File: src/rtl/rv32_pkg.sv
// Shared RV32 field positions, opcode constants and small decode helpers used
// by the operand-fetch stage and its register file.
package rv32_pkg;

    localparam int REG_ADDR_W = 5;
    localparam int RS1_LSB    = 15;
    localparam int RS2_LSB    = 20;
    localparam int RD_LSB     = 7;

    localparam logic [6:0] OP_R  = 7'h33;
    localparam logic [6:0] OP_I  = 7'h13;
    localparam logic [6:0] OP_LD = 7'h03;
    localparam logic [6:0] OP_ST = 7'h23;
    localparam logic [6:0] OP_BR = 7'h63;

    typedef logic [REG_ADDR_W-1:0] reg_addr_t;

    // A writeback only forwards when it targets a real register.
    function automatic logic wb_hits(input logic      wb_en,
                                     input reg_addr_t wb_rd,
                                     input reg_addr_t rs);
        return wb_en && (wb_rd != '0) && (wb_rd == rs);
    endfunction

endpackage

File: src/rtl/regfile_2r1w.sv
// Integer register file: two asynchronous read ports, one synchronous write
// port, x0 reads as zero and ignores writes.
module regfile_2r1w
    import rv32_pkg::*;
#(
    parameter int WIDTH    = 32,
    parameter int NUM_REGS = 32
) (
    input  logic                  clk,
    input  logic                  rst_n,
    input  logic                  we,
    input  logic [REG_ADDR_W-1:0] waddr,
    input  logic [WIDTH-1:0]      wdata,
    input  logic [REG_ADDR_W-1:0] raddr1,
    input  logic [REG_ADDR_W-1:0] raddr2,
    output logic [WIDTH-1:0]      rdata1,
    output logic [WIDTH-1:0]      rdata2
);

    logic [WIDTH-1:0] regs_q [NUM_REGS];

    // Per-entry flops so every register clears on reset; entry 0 never loads.
    generate
        for (genvar gi = 0; gi < NUM_REGS; gi++) begin : g_reg
            if (gi == 0) begin : g_zero
                always_ff @(posedge clk or negedge rst_n) begin
                    if (!rst_n) begin
                        regs_q[gi] <= '0;
                    end else begin
                        regs_q[gi] <= '0;
                    end
                end
            end else begin : g_rw
                always_ff @(posedge clk or negedge rst_n) begin
                    if (!rst_n) begin
                        regs_q[gi] <= '0;
                    end else if (we && (waddr == REG_ADDR_W'(gi))) begin
                        regs_q[gi] <= wdata;
                    end
                end
            end
        end
    endgenerate

    assign rdata1 = (raddr1 == '0) ? '0 : regs_q[raddr1];
    assign rdata2 = (raddr2 == '0) ? '0 : regs_q[raddr2];

endmodule

File: src/rtl/operand_fetch_stage.sv
// RV32IM operand fetch: register-file read with writeback bypass, feeding a
// one-entry valid/ready output buffer that drives the ALU.
module operand_fetch_stage
    import rv32_pkg::*;
#(
    parameter int WIDTH    = 32,
    parameter int NUM_REGS = 32,
    parameter int PC_W     = 32
) (
    input  logic                  clk,
    input  logic                  rst_n,
    input  logic                  in_valid,
    output logic                  in_ready,
    input  logic [WIDTH-1:0]      in_inst,
    input  logic [PC_W-1:0]       in_pc,
    input  logic                  wb_en,
    input  logic [REG_ADDR_W-1:0] wb_rd,
    input  logic [WIDTH-1:0]      wb_data,
    input  logic                  flush,
    output logic                  out_valid,
    input  logic                  out_ready,
    output logic [WIDTH-1:0]      out_a,
    output logic [WIDTH-1:0]      out_b,
    output logic [WIDTH-1:0]      out_inst,
    output logic [PC_W-1:0]       out_pc
);

    logic             out_valid_q, out_valid_d;
    logic [WIDTH-1:0] out_a_q, out_a_d;
    logic [WIDTH-1:0] out_b_q, out_b_d;
    logic [WIDTH-1:0] out_inst_q, out_inst_d;
    logic [PC_W-1:0]  out_pc_q, out_pc_d;

    reg_addr_t        rs1, rs2, buf_rs1, buf_rs2;
    logic [WIDTH-1:0] rf_rdata1, rf_rdata2;
    logic [WIDTH-1:0] op_a, op_b;
    logic             capture, stall;

    assign rs1     = in_inst[RS1_LSB +: REG_ADDR_W];
    assign rs2     = in_inst[RS2_LSB +: REG_ADDR_W];
    assign buf_rs1 = out_inst_q[RS1_LSB +: REG_ADDR_W];
    assign buf_rs2 = out_inst_q[RS2_LSB +: REG_ADDR_W];

    regfile_2r1w #(
        .WIDTH    (WIDTH),
        .NUM_REGS (NUM_REGS)
    ) u_regfile (
        .clk    (clk),
        .rst_n  (rst_n),
        .we     (wb_en),
        .waddr  (wb_rd),
        .wdata  (wb_data),
        .raddr1 (rs1),
        .raddr2 (rs2),
        .rdata1 (rf_rdata1),
        .rdata2 (rf_rdata2)
    );

    // Same-cycle writeback beats the file, which only commits at this edge.
    assign op_a = wb_hits(wb_en, wb_rd, rs1) ? wb_data : rf_rdata1;
    assign op_b = wb_hits(wb_en, wb_rd, rs2) ? wb_data : rf_rdata2;

    assign in_ready = !out_valid_q || out_ready;
    assign capture  = in_valid && in_ready && !flush;
    assign stall    = out_valid_q && !out_ready;

    always_comb begin
        out_valid_d = out_valid_q;
        out_a_d     = out_a_q;
        out_b_d     = out_b_q;
        out_inst_d  = out_inst_q;
        out_pc_d    = out_pc_q;

        if (flush) begin
            out_valid_d = 1'b0;
        end else if (capture) begin
            out_valid_d = 1'b1;
            out_a_d     = op_a;
            out_b_d     = op_b;
            out_inst_d  = in_inst;
            out_pc_d    = in_pc;
        end else if (out_ready) begin
            out_valid_d = 1'b0;
        end

        // A held instruction would otherwise carry operands that went stale
        // while it waited for execute.
        if (stall && !flush) begin
            if (wb_hits(wb_en, wb_rd, buf_rs1)) begin
                out_a_d = wb_data;
            end
            if (wb_hits(wb_en, wb_rd, buf_rs2)) begin
                out_b_d = wb_data;
            end
        end
    end

    always_ff @(posedge clk or negedge rst_n) begin
        if (!rst_n) begin
            out_valid_q <= 1'b0;
            out_a_q     <= '0;
            out_b_q     <= '0;
            out_inst_q  <= '0;
            out_pc_q    <= '0;
        end else begin
            out_valid_q <= out_valid_d;
            out_a_q     <= out_a_d;
            out_b_q     <= out_b_d;
            out_inst_q  <= out_inst_d;
            out_pc_q    <= out_pc_d;
        end
    end

    assign out_valid = out_valid_q;
    assign out_a     = out_a_q;
    assign out_b     = out_b_q;
    assign out_inst  = out_inst_q;
    assign out_pc    = out_pc_q;

endmodule

File: config.mk
export PLATFORM = sky130hd
export DESIGN_NAME = operand_fetch_stage
export DESIGN_NICKNAME = d
export VERILOG_FILES = /design/src/rtl/rv32_pkg.sv /design/src/rtl/regfile_2r1w.sv /design/src/rtl/operand_fetch_stage.sv
export SDC_FILE = /design/constraint.sdc
export NUM_CORES = 2
export LEC_CHECK = 0
export CAP_MARGIN = 15
export CORE_ASPECT_RATIO = 0.7
export CORE_MARGIN = 4
export CORE_UTILIZATION = 62
export DETAILED_ROUTE_END_ITERATION = 6
export PLACE_DENSITY = 0.93
export SYNTH_ARGS = -nofsm -noshare
export SYNTH_HDL_FRONTEND = slang
export SYNTH_HIERARCHICAL = 1
export SYNTH_SLANG_ARGS = --single-unit
File: constraint.sdc
create_clock -name clk -period 2.3 [get_ports clk]
set_input_delay 0.23 -clock clk [delete_from_list [all_inputs] [get_ports clk]]
set_output_delay 0.23 -clock clk [all_outputs]
set_load 0.02 [all_outputs]
==> results.sh <==
export IMPL_worst_slack_ps=-96.16
export IMPL_grt_antenna_before_repair=3
export IMPL_crit_arrival_ps=3070
export IMPL_firstDrtPassIters=7
export IMPL_period_needed_ps=2396
export IMPL_post_cts_buffers=0
export IMPL_ys_warn_count=6
export IMPL_drv_slew=0
export IMPL_ant_nets=0
export IMPL_core_region_area_um2=93970
export IMPL_cts_tree="built"
export IMPL_syn2layout_area_growth_pct=17.95
export IMPL_p_leak_nw=30.50
export IMPL_final_core_util_pct=73.74
export IMPL_synthTopCellsByArea="dfrtp_1 48%, mux2_2 19%, mux4_2 14%, mux2i_1 4.3%, o22ai_1 1.8%"
export IMPL_worst_ep_required_time_ps=2970
export IMPL_violations="design-rule violations, negative setup slack"
export IMPL_cap_violations=0
export IMPL_overflow=0
export IMPL_rsz0062_at_grt="no"
export IMPL_status="complete, but fails checks"
export IMPL_cts_sinks=1121
export IMPL_n_fill_cell=5014
export IMPL_hpwl_um=130700
export IMPL_totalPowerFinal_w=0.05959
export IMPL_hold_viol=0
export IMPL_cts_root_buf="clkbuf_16"
export IMPL_synthCells=4164
export IMPL_numPortBuffers=236
export IMPL_synth_cell_types=52
export IMPL_grt_max_degree=78
export IMPL_die_x_um=375.9
export IMPL_insertion_delay_ps=770
export IMPL_skew_ps=51.99
export IMPL_finalNetCount=4602
export IMPL_ios=237
export IMPL_clockBufferDepth=3
export IMPL_cts_inserted_buffers=104
export IMPL_synth_common_cells="1121 x dfrtp_1, 1011 x mux2_2, 375 x mux4_2, 250 x mux2i_1, 224 x nand2_1"
export IMPL_avgSynthCellArea_um2=14.11
export IMPL_synth_top_area_share_pct=47.74
export IMPL_cp_max_fo=3
export IMPL_synth_edff_count=0
export IMPL_critPathKind="reg2reg"
export IMPL_clk_pin_slew_worst_paths_ps=70
export IMPL_hp_class="in2reg"
export IMPL_track_usage_pct=42.50
export IMPL_worst_slew_pin_slew_ps=1082
export IMPL_syn_area_um2=58760
export IMPL_drt_wl_total_um=214000
export IMPL_period_share_pct=104.2
export IMPL_async_flop_share_pct=100.0
export IMPL_vias=45582
export IMPL_routedWlPerCell_um=36.68
export IMPL_finish_instance_area_um2=69300
export IMPL_fmax_mhz=417.3
export IMPL_design_die_area_um2=99830
export IMPL_synth_net_count=4271
export IMPL_worstSetupStartpointType="register"
export IMPL_synth_ff_type="dfrtp_1"
export IMPL_ys_seq_area_share_pct=47.74
export IMPL_setup_violations=2
export IMPL_drive_above_1_share_pct=44.64
export IMPL_p_per_area_nw_per_um2=859.9
export IMPL_num_rows=94
export IMPL_synth_area_leader_cell="dfrtp_1"
export IMPL_drc_errors=3
export IMPL_viasPerCell=7.813
export IMPL_drt_iter0_markers=7501
export IMPL_yosysMostFrequentCell="dfrtp_1"
export IMPL_place_area_um2=65620
export IMPL_initial_core_util_pct=62.52
export IMPL_grt_pass1_vias=47268
export IMPL_h_tree_depth=3
export IMPL_max_vdd_ir_drop_mv=0.6485
export IMPL_cp_end_kind="register"
export IMPL_slew_headroom_pct=27.20
export IMPL_synth_ff_latch_count=1121
export IMPL_gp_congestion=0.9570
export IMPL_die_h_um=265.6
export IMPL_grt_pass1_wl_um=313700
==> through the flow <==
stage                     hold slack (ps)  cells  TNS, ps  worst slack (ps)
final                               2.327   5834   -127.7            -96.16
after global routing                8.581   5829        0             6.701
after CTS                           6.253   5827        0             76.28
after detailed placement            129.0   5631   -51840            -277.6
after global placement              124.6   5631   -25290            -215.8
after floorplan                    -65.59   4164        0             284.1
==> logic make-up after synthesis <==
| family | synth area share, % |
|---|---|
| muxes | 38.60 |
| buffers and inverters | 3.948 |
| and+or+nand+nor | 3.854 |
| AOI/OAI and AO/OA | 5.552 |
| xor gates and xnor gates | 0.2981 |
| DFF | 47.74 |
==> final cells by class <==
class | instances | area [µm²] | area share [%]
clock inverters | 40 | 579.3 | 0.8360
multi-input cells | 2591 | 28610 | 41.29
inverters | 13 | 48.80 | 0.07041
flip-flops and latches | 1121 | 28050 | 40.48
clock buffers | 152 | 3014 | 4.349
diodes | 5 | 12.51 | 0.01806
well taps | 1248 | 1562 | 2.253
repair buffers | 664 | 7418 | 10.70
==> report_power, final <==
part           internal [W]  switching, W
combinational       0.00761       0.00617
sequential           0.0235       0.00362
clock                0.0105       0.00820
==> metal layers <==
metal,track usage (%),share of wire (%),vias to the layer above
li1,-,-,16578
met1,51.85,32,22718
met2,59.98,42,4761
met3,21.55,17,1517
met4,27.19,8.4,8
met5,1.085,0.080,-
==> worst max-delay path, cell delays in order, from the launching register on <==
cell       delay (ps)
dfrtp_1           430
mux4_2            260
nor2b_1           200
a211oi_1           70
nor4_1            920
o22ai_1           190
a2bb2oi_1         230
==> what timing repair did <==
item                                    4_1_cts  5_1_grt
endpoints found under the setup margin        1        2
cloned                                        0        0
resized for setup                             1        2
endpoints found under the hold margin       418        0
hold buffers                                  4        0
==> final timing paths <==
kind,depth (start not counted),slack [ps],end,start
worst max-delay path,6,-100,out_a[12]$_DFF_PN0_,u_regfile/regs_q[556]$_DFFE_PN0P_
worst max register to register,6,-100,out_a[12]$_DFF_PN0_,u_regfile/regs_q[556]$_DFFE_PN0P_
worst min-delay path,3,2,out_pc[21]$_DFFE_PN0P_,in_pc[21]
max in group asynchronous,4,1400,u_regfile/regs_q[400]$_DFFE_PN0P_,rst_n
worst min register to register,2,480,out_inst[11]$_DFFE_PN0P_,out_inst[11]$_DFFE_PN0P_
min in group asynchronous,3,160,u_regfile/regs_q[42]$_DFFE_PN0P_,rst_n
==> placed cells by master, fill, tap and decap left out, types with 7 or more instances in the layout <==
cell type        instances
nor3_1                   7
or3_1                    9
clkbuf_16              105
a2bb2oi_1               62
clkbuf_1                26
o22ai_1                166
nand2_1                209
mux4_2                 375
bufinv_16               12
mux2_2                1011
nor4_1                  29
mux2i_1                250
a22oi_1                  9
nand2_2                 15
xor2_1                  10
clkdlybuf4s50_1        226
a221oi_1                12
o211ai_1                17
nor2_1                  50
a211oi_1                57
clkinv_2                17
buf_4                  280
buf_12                 146
a221o_1                 23
xnor2_1                 10
o22a_1                  17
dfrtp_1               1121
nand3_1                 29
inv_1                   13
a2111oi_0               36
nand2b_1                30
nor2b_1                 42
nand4_1                 13
clkbuf_8                21
nor2_4                  12
mux2_1                  31
==> sequential cells by signal, summed over array words and instances, names as in the netlist <==
name and count:
out_a 32, out_b 32, out_inst 32, out_pc 32
out_valid 1, u_regfile/regs_q 992
Power figures use the tool's default switching activity.
